[src/rtl/mem_arbiter.sv]
// mem_arbiter: shares one synchronous, single-cycle-read memory port between
// requester 0 (accelerator) and requester 1 (UART controller).
//
// Ports
//   clk, reset          single clock, synchronous active-high reset
//   req0/1, we0/1       access request and write-enable (0 = read) per requester
//   addr0/1, wdata0/1   word address and write data per requester
//   lock0/1             keep ownership of the port after the current access
//   gnt0/1              access accepted this cycle (combinational from req)
//   rvalid0/1           rdata holds this requester's read result
//   rdata               shared read data, straight from mem_dr
//   mem_en, mem_we      memory port enable / write enable
//   mem_addr, mem_dw    memory port address / write data
//   mem_dr              memory read data, valid the cycle after an enabled read
//
// Arbitration: in IDLE a lone request is granted; on contention the
// requester not recorded in 'last' wins. A grant with lock set moves to
// LOCKn, where only requester n can be granted, until lockn is seen low.

module mem_arbiter #(
  parameter int ADDR_WIDTH = 16,
  parameter int DATA_WIDTH = 32
) (
  input  logic                  clk,
  input  logic                  reset,
  input  logic                  req0,
  input  logic                  we0,
  input  logic [ADDR_WIDTH-1:0] addr0,
  input  logic [DATA_WIDTH-1:0] wdata0,
  input  logic                  lock0,
  input  logic                  req1,
  input  logic                  we1,
  input  logic [ADDR_WIDTH-1:0] addr1,
  input  logic [DATA_WIDTH-1:0] wdata1,
  input  logic                  lock1,
  output logic                  gnt0,
  output logic                  gnt1,
  output logic                  rvalid0,
  output logic                  rvalid1,
  output logic [DATA_WIDTH-1:0] rdata,
  output logic                  mem_en,
  output logic                  mem_we,
  output logic [ADDR_WIDTH-1:0] mem_addr,
  output logic [DATA_WIDTH-1:0] mem_dw,
  input  logic [DATA_WIDTH-1:0] mem_dr
);

  localparam logic [1:0] IDLE  = 2'd0;
  localparam logic [1:0] LOCK0 = 2'd1;
  localparam logic [1:0] LOCK1 = 2'd2;

  logic [1:0] state, state_nxt;
  logic       last;      // index of the most recently granted requester
  logic [1:0] rvalid_q;  // one-cycle read-return flags, bit n = requester n
  logic [1:0] req, lock, we, gnt;

  assign req  = {req1, req0};
  assign lock = {lock1, lock0};
  assign we   = {we1, we0};

  // Grant decode. Reset forces no grant so nothing reaches the memory.
  always_comb begin
    gnt = 2'b00;
    if (!reset) begin
      case (state)
        IDLE: begin
          if (req[0] && req[1]) gnt = last ? 2'b01 : 2'b10;
          else                  gnt = req;
        end
        LOCK0:   gnt = {1'b0, req[0]};
        LOCK1:   gnt = {req[1], 1'b0};
        default: gnt = 2'b00;
      endcase
    end
  end

  // Lock entry needs an actual grant; lock exit happens on lockn=0
  // regardless of whether the owner is requesting that cycle.
  always_comb begin
    state_nxt = state;
    case (state)
      IDLE: begin
        if (gnt[0] && lock[0])      state_nxt = LOCK0;
        else if (gnt[1] && lock[1]) state_nxt = LOCK1;
      end
      LOCK0:   if (!lock[0]) state_nxt = IDLE;
      LOCK1:   if (!lock[1]) state_nxt = IDLE;
      default: state_nxt = IDLE;
    endcase
  end

  always_ff @(posedge clk) begin
    if (reset) begin
      state    <= IDLE;
      last     <= 1'b1;  // requester 0 wins the first contention
      rvalid_q <= 2'b00;
    end else begin
      state    <= state_nxt;
      if (|gnt) last <= gnt[1];
      rvalid_q <= gnt & ~we;
    end
  end

  assign gnt0 = gnt[0];
  assign gnt1 = gnt[1];

  // Gating with reset kills a read return still in flight when reset hits.
  assign rvalid0 = rvalid_q[0] & ~reset;
  assign rvalid1 = rvalid_q[1] & ~reset;
  assign rdata   = mem_dr;

  // Memory port mux; all-zero when nobody is granted.
  always_comb begin
    mem_we   = 1'b0;
    mem_addr = '0;
    mem_dw   = '0;
    if (gnt[0]) begin
      mem_we   = we0;
      mem_addr = addr0;
      mem_dw   = wdata0;
    end else if (gnt[1]) begin
      mem_we   = we1;
      mem_addr = addr1;
      mem_dw   = wdata1;
    end
  end

  assign mem_en = gnt[0] | gnt[1];

endmodule

[config.mk]
export PLATFORM = sky130hd
export DESIGN_NAME = mem_arbiter
export DESIGN_NICKNAME = d
export VERILOG_FILES = /design/src/rtl/mem_arbiter.sv
export SDC_FILE = /design/constraint.sdc
export NUM_CORES = 1
export LEC_CHECK = 0
export CAP_MARGIN = 15
export CORE_AREA = 2 2 87 89
export DETAILED_ROUTE_END_ITERATION = 8
export DIE_AREA = 0 0 89 91
export GPL_TIMING_DRIVEN = 0
export PLACE_DENSITY = 0.69
export REMOVE_ABC_BUFFERS = 1
export SLEW_MARGIN = 20
export SYNTH_ARGS = -nofsm -noshare
export SYNTH_HDL_FRONTEND = slang
export SYNTH_SLANG_ARGS = --single-unit
[constraint.sdc]
create_clock -name clk -period 2.7 [get_ports clk]
set_input_delay 0.405 -clock clk [delete_from_list [all_inputs] [get_ports clk]]
set_output_delay 0.405 -clock clk [all_outputs]
set_load 0.005 [all_outputs]
* Word-level counts from Yosys, hierarchy flattened
Index checks and enable logic that the tools add are counted.
W data, S select, Z words.
** Word-level totals
- Memory bits (read-only) :: 0
- Latch bits :: 0
- RAM bits :: 0
- Output and inout port bits :: 86
- Register bits after elaboration :: 5
- Memories :: 0
- Input port bits :: 136
** Operators by class
- Magnitude comparators :: 0
- Shifts and indexed selects :: 0
- Reduce and logical (&&, ||, !) cells :: 6
- Divide/modulo/power cells :: 0
- $add $sub $neg :: 0
- Bitwise operators :: 6
- Equal/unequal tests :: 5
- $mul :: 0
- Multiplexer cells :: 15
** Operators with widths (number)
- $mux W32 :: 2
- $mux W16 :: 2
- $mux W2 :: 7
- $pmux W2 S3 :: 2
- $ne A2 B2 Y1 const B :: 2
- $logic_and A1 B1 Y1 :: 3
- $ne A3 B3 Y1 const B :: 1
- $reduce_and A3 Y1 :: 1
- $and A1 B1 Y1 :: 2
- $and A2 B2 Y2 :: 1
- $eq A2 B1 Y1 const B :: 1
- $eq A2 B2 Y1 const B :: 1
- $logic_not A2 Y1 :: 1
- $mux W1 :: 2
- $not A2 Y2 :: 1
- $reduce_or A2 Y1 :: 1
- $not A1 Y1 :: 1
- $or A1 B1 Y1 :: 1

* Longest topological paths before layout
- Word-level depth :: 8
- Mapped depth :: 4

* Worst setup path before layout
No wires, ideal clock.
- Path kind :: input to output
- From :: input req0
- To :: output mem_addr[10]
- Stages on the path :: 4
- Data required time :: 2.295 ns
- Data arrival time :: 1.235 ns
- Slack :: 1.060 ns
- Cell sequence :: nor2b_4 a211oi_4 buf_6 a22o_1
** On the way
- Longest elaborated chain between the ends :: 6
** Ends and longest elaborated chain
- start: declaration :: line 26 : input logic req0,
- $logic_and A1 B1 Y1 :: line 67 : if (req[0] && req[1]) gnt = last ? 2'b01 : 2'b10;
- $mux W2 :: line 67
- $pmux W2 S3 :: line 65 : case (state)
- $mux W2 :: line 64 : if (!reset) begin
- via gnt1 :: line 37 : output logic gnt1,
- $mux W16 :: line 121 : end else if (gnt[1]) begin
- $mux W16 :: line 117 : if (gnt[0]) begin
- end: declaration :: line 43 : output logic [ADDR_WIDTH-1:0] mem_addr,
The timed path passes the listed nets, and every way through them passes these cells.

* Final worst setup path
- From :: input req0
- To :: output mem_dw[2]
** On the way
- Longest elaborated chain between the ends :: 6
** Ends and longest elaborated chain
- $logic_and A1 B1 Y1 :: line 67
- $mux W2 :: line 67
- $pmux W2 S3 (*) :: line 65
- $mux W2 (*) :: line 64
- $mux W32 :: line 121
- $mux W32 (*) :: line 117
- end: declaration :: line 44 : output logic [DATA_WIDTH-1:0] mem_dw,
Every way passes the cells marked *; elsewhere a longest branch is shown, timed or not.

==> run_results.csv <==
group,metric,value,unit
outcome,outcome,"finished clean",
power_and_ir_drop,p_switching,144,uW
yosys,yosys.cell_types.count,22,
layout,nFillCells,745,
power_and_ir_drop,totalPowerFinal,605,uW
global_routing,first_global_vias,1549,
floorplanning,fp.dieH,91,um
yosys,yosysWarnings,0,
yosys,synth_area,1030,um^2
clocking,insertion_delay,0.22,ns
yosys,netlist_top_cells_area,"a22o_1, buf_4, dfxtp_1",
global_routing,grt_overflow,0,
sta,max-slew-margin-rel,0.711,
global_routing,grtUsageTotal,0.125,
power_and_ir_drop,peakVddDrop,89.9,uV
yosys,synth-edff-count,0,
yosys,yosys.area.top_type_share,0.407,
sta,fin_skew,0.00500,ns
clocking,h-tree-depth,1,
power_and_ir_drop,switching_share,0.238,
setup_path,reg2reg_depth,5,
floorplanning,die_width,89,um
clocking,clkSlewWorstSetupHoldPaths,0.04,ns
setup_path,path_max_fanout,20,
setup_path,cp-startpoint,"req0",
sta,setup_ws,0.207,ns
layout,finish.utilization,0.358,
power_and_ir_drop,p_comb_frac,0.643,
drt,first_pass_iters,4,
global_routing,grt_pass1_wl,7730,um
setup_path,end_kind,"primary output",
global_routing,grt_max_degree,24,
setup_path,worstSetupPathType,"in2out",
floorplanning,core_area,7140,um^2
setup_path,r2r_end,"state[1]$_SDFFE_PP0P_",
yosys,synthArstFlopShare,0,
worst_hold_path,min_path_cells,1,
layout,area_growth,147,%
yosys,yosys-top-cells-count,"a22o_1, buf_4, buf_2, buf_6, dfxtp_1",
global_routing,antenna_found_initial,0,
power_and_ir_drop,internal-power,461,uW
drt,routedWlPerCell,16.1,um
clocking,clock_path_buffers,2,
sta,finalSetupTns,0,ns
drt,drc,0,
layout,nets,383,
sta,hold_viol_final,0,
job,drv_cap,0,
worst_hold_path,hold_end,"state[0]$_SDFFE_PP0P_",
place,place.gp.congestion,0.671,
layout,multi_input_area,604,um^2
drt,vias,1498,
floorplanning,ios,222,
drt,routed_wl,5540,um
sta,fin_crit_sh,0.923,
drt,via_per_inst,4.34,
layout,drive_gt1_frac,0.0772,
power_and_ir_drop,p_leak,0.988,nW
sta,setup_viol,0,
drt,ant_nets,0,
sta,fmax,401,MHz
worst_hold_path,holdCritPathClass,"reg2reg",
place,io_buffers,157,
sta,fin_crit,2.49,ns
clocking,clock-root-buffer,"clkbuf_8",
worst_hold_path,min_from,"state[0]$_SDFFE_PP0P_",
clocking,cts_sinks,5,
yosys,synth.most_common_cell,"a22o_1",
floorplanning,initial_core_util,0.145,
layout,diodes,0,
layout,finalNonFillerCells,345,
place,placedInstanceArea,2450,um^2
sta,whs,0.579,ns
sta,slew_violations,0,
clocking,cts_tree,"yes",
power_and_ir_drop,p_per_area,237,nW/um^2
layout,fin_area,2550,um^2
yosys,yosysTopAreaCell,"a22o_1",
floorplanning,die-area,8100,um^2
sta,rsz0062_at_grt,"false",
yosys,synthCells,118,
setup_path,required,2.30,ns
drt,dr.first_iter.drc_count,17,
floorplanning,rows,31,
clocking,cts-buffers-inserted,3,
yosys,ys_seq_area_frac,0.0970,
yosys,ys_ff_latch,5,
place,dpl.hpwl,4810,um
setup_path,critPathLaunchType,"input pin",
yosys,synth_area_per_cell,8.75,um^2
setup_path,arrival,2.09,ns
power_and_ir_drop,p_clk_frac,0.221,
place,dp_slack,-0.382,ns
setup_path,r2r_start,"state[0]$_SDFFE_PP0P_",
yosys,yosys_most_used_dff,"dfxtp_1",
sta,worst_pin_slew,0.434,ns
place,place_inst,335,
setup_path,r2r_slack,1.42,ns
clocking,cts_hold_buf,0,
layout,seqCellArea,100,um^2
power_and_ir_drop,power_frac_seq,0.136,
worst max-delay path, stage by stage:
cell             delay (ns)
dlygate4sd2_1          0.28
nor2b_4                0.15
a211oi_4               0.24
buf_4                  0.16
buf_6                  0.18
a22o_1                 0.16
clkdlybuf4s50_1        0.51
flip-flops by register name, indices dropped and copies added, names as in the netlist:
register / count
rvalid_q: 2
last: 1
state: 2
area by class of cell:
| type | count | area share |
|---|---|---|
| timing repair buffer | 167 | 0.655 |
| multi-input combinational | 68 | 0.237 |
| tap | 99 | 0.0485 |
| sequential | 5 | 0.0392 |
| clock buffer | 4 | 0.0176 |
| inverter | 2 | 0.00294 |
placed cells by master, fill, tap and decap left out, drive strengths merged:
master and instances:
a2111oi 1, a211oi 1, a21o 1, a21oi 2, a22o 48, and2 1, buf 10, clkbuf 4
clkdlybuf4s50 153, dfxtp 5, dlygate4sd2 3, dlymetal6s2s 1, inv 2, nand2 2, nand2b 3, nor2 1
nor2b 3, nor3 1, nor3b 1, nor4 1, o2111a 1, o21a 1
routing by layer:
layer	wire [um]	track usage	vias up	part of all wire
met4	21	0.0149	2	0.0038
met2	2480	0.213	157	0.45
met1	1920	0.125	656	0.35
li1	-	-	677	-
met3	1090	0.0891	6	0.20
met5	34	0.0559	-	0.0061
how the worst max path moves through the flow:
stage                         endpoint
final                        mem_dw[2]
after global routing      mem_addr[10]
after CTS                 mem_addr[10]
after detailed placement   mem_addr[2]
after global placement     mem_addr[2]
after floorplan            mem_addr[0]
power by group through the flow:
stage	combinational [mW]	sequential, mW	clock, mW
2_1_floorplan	0.0961	0.0819	0
3_3_place_gp	0.372	0.0824	0
3_5_place_dp	0.384	0.0827	0
4_1_cts	0.392	0.0816	0.137
5_1_grt	0.418	0.0825	0.141
6_report	0.389	0.0821	0.134
logic make-up after synthesis:
kind of cell / synth area share
compound gates: 0.470
flops: 0.0970
buf+inv: 0.324
simple gates: 0.109
what timing repair did:
item | in CTS | in global routing
pin swaps | 2 | 0
setup endpoints to repair | 49 | 44
setup buffers | 6 | 0
gates resized for setup | 4 | 2
No activity file was read; power rests on OpenSTA's default activity.
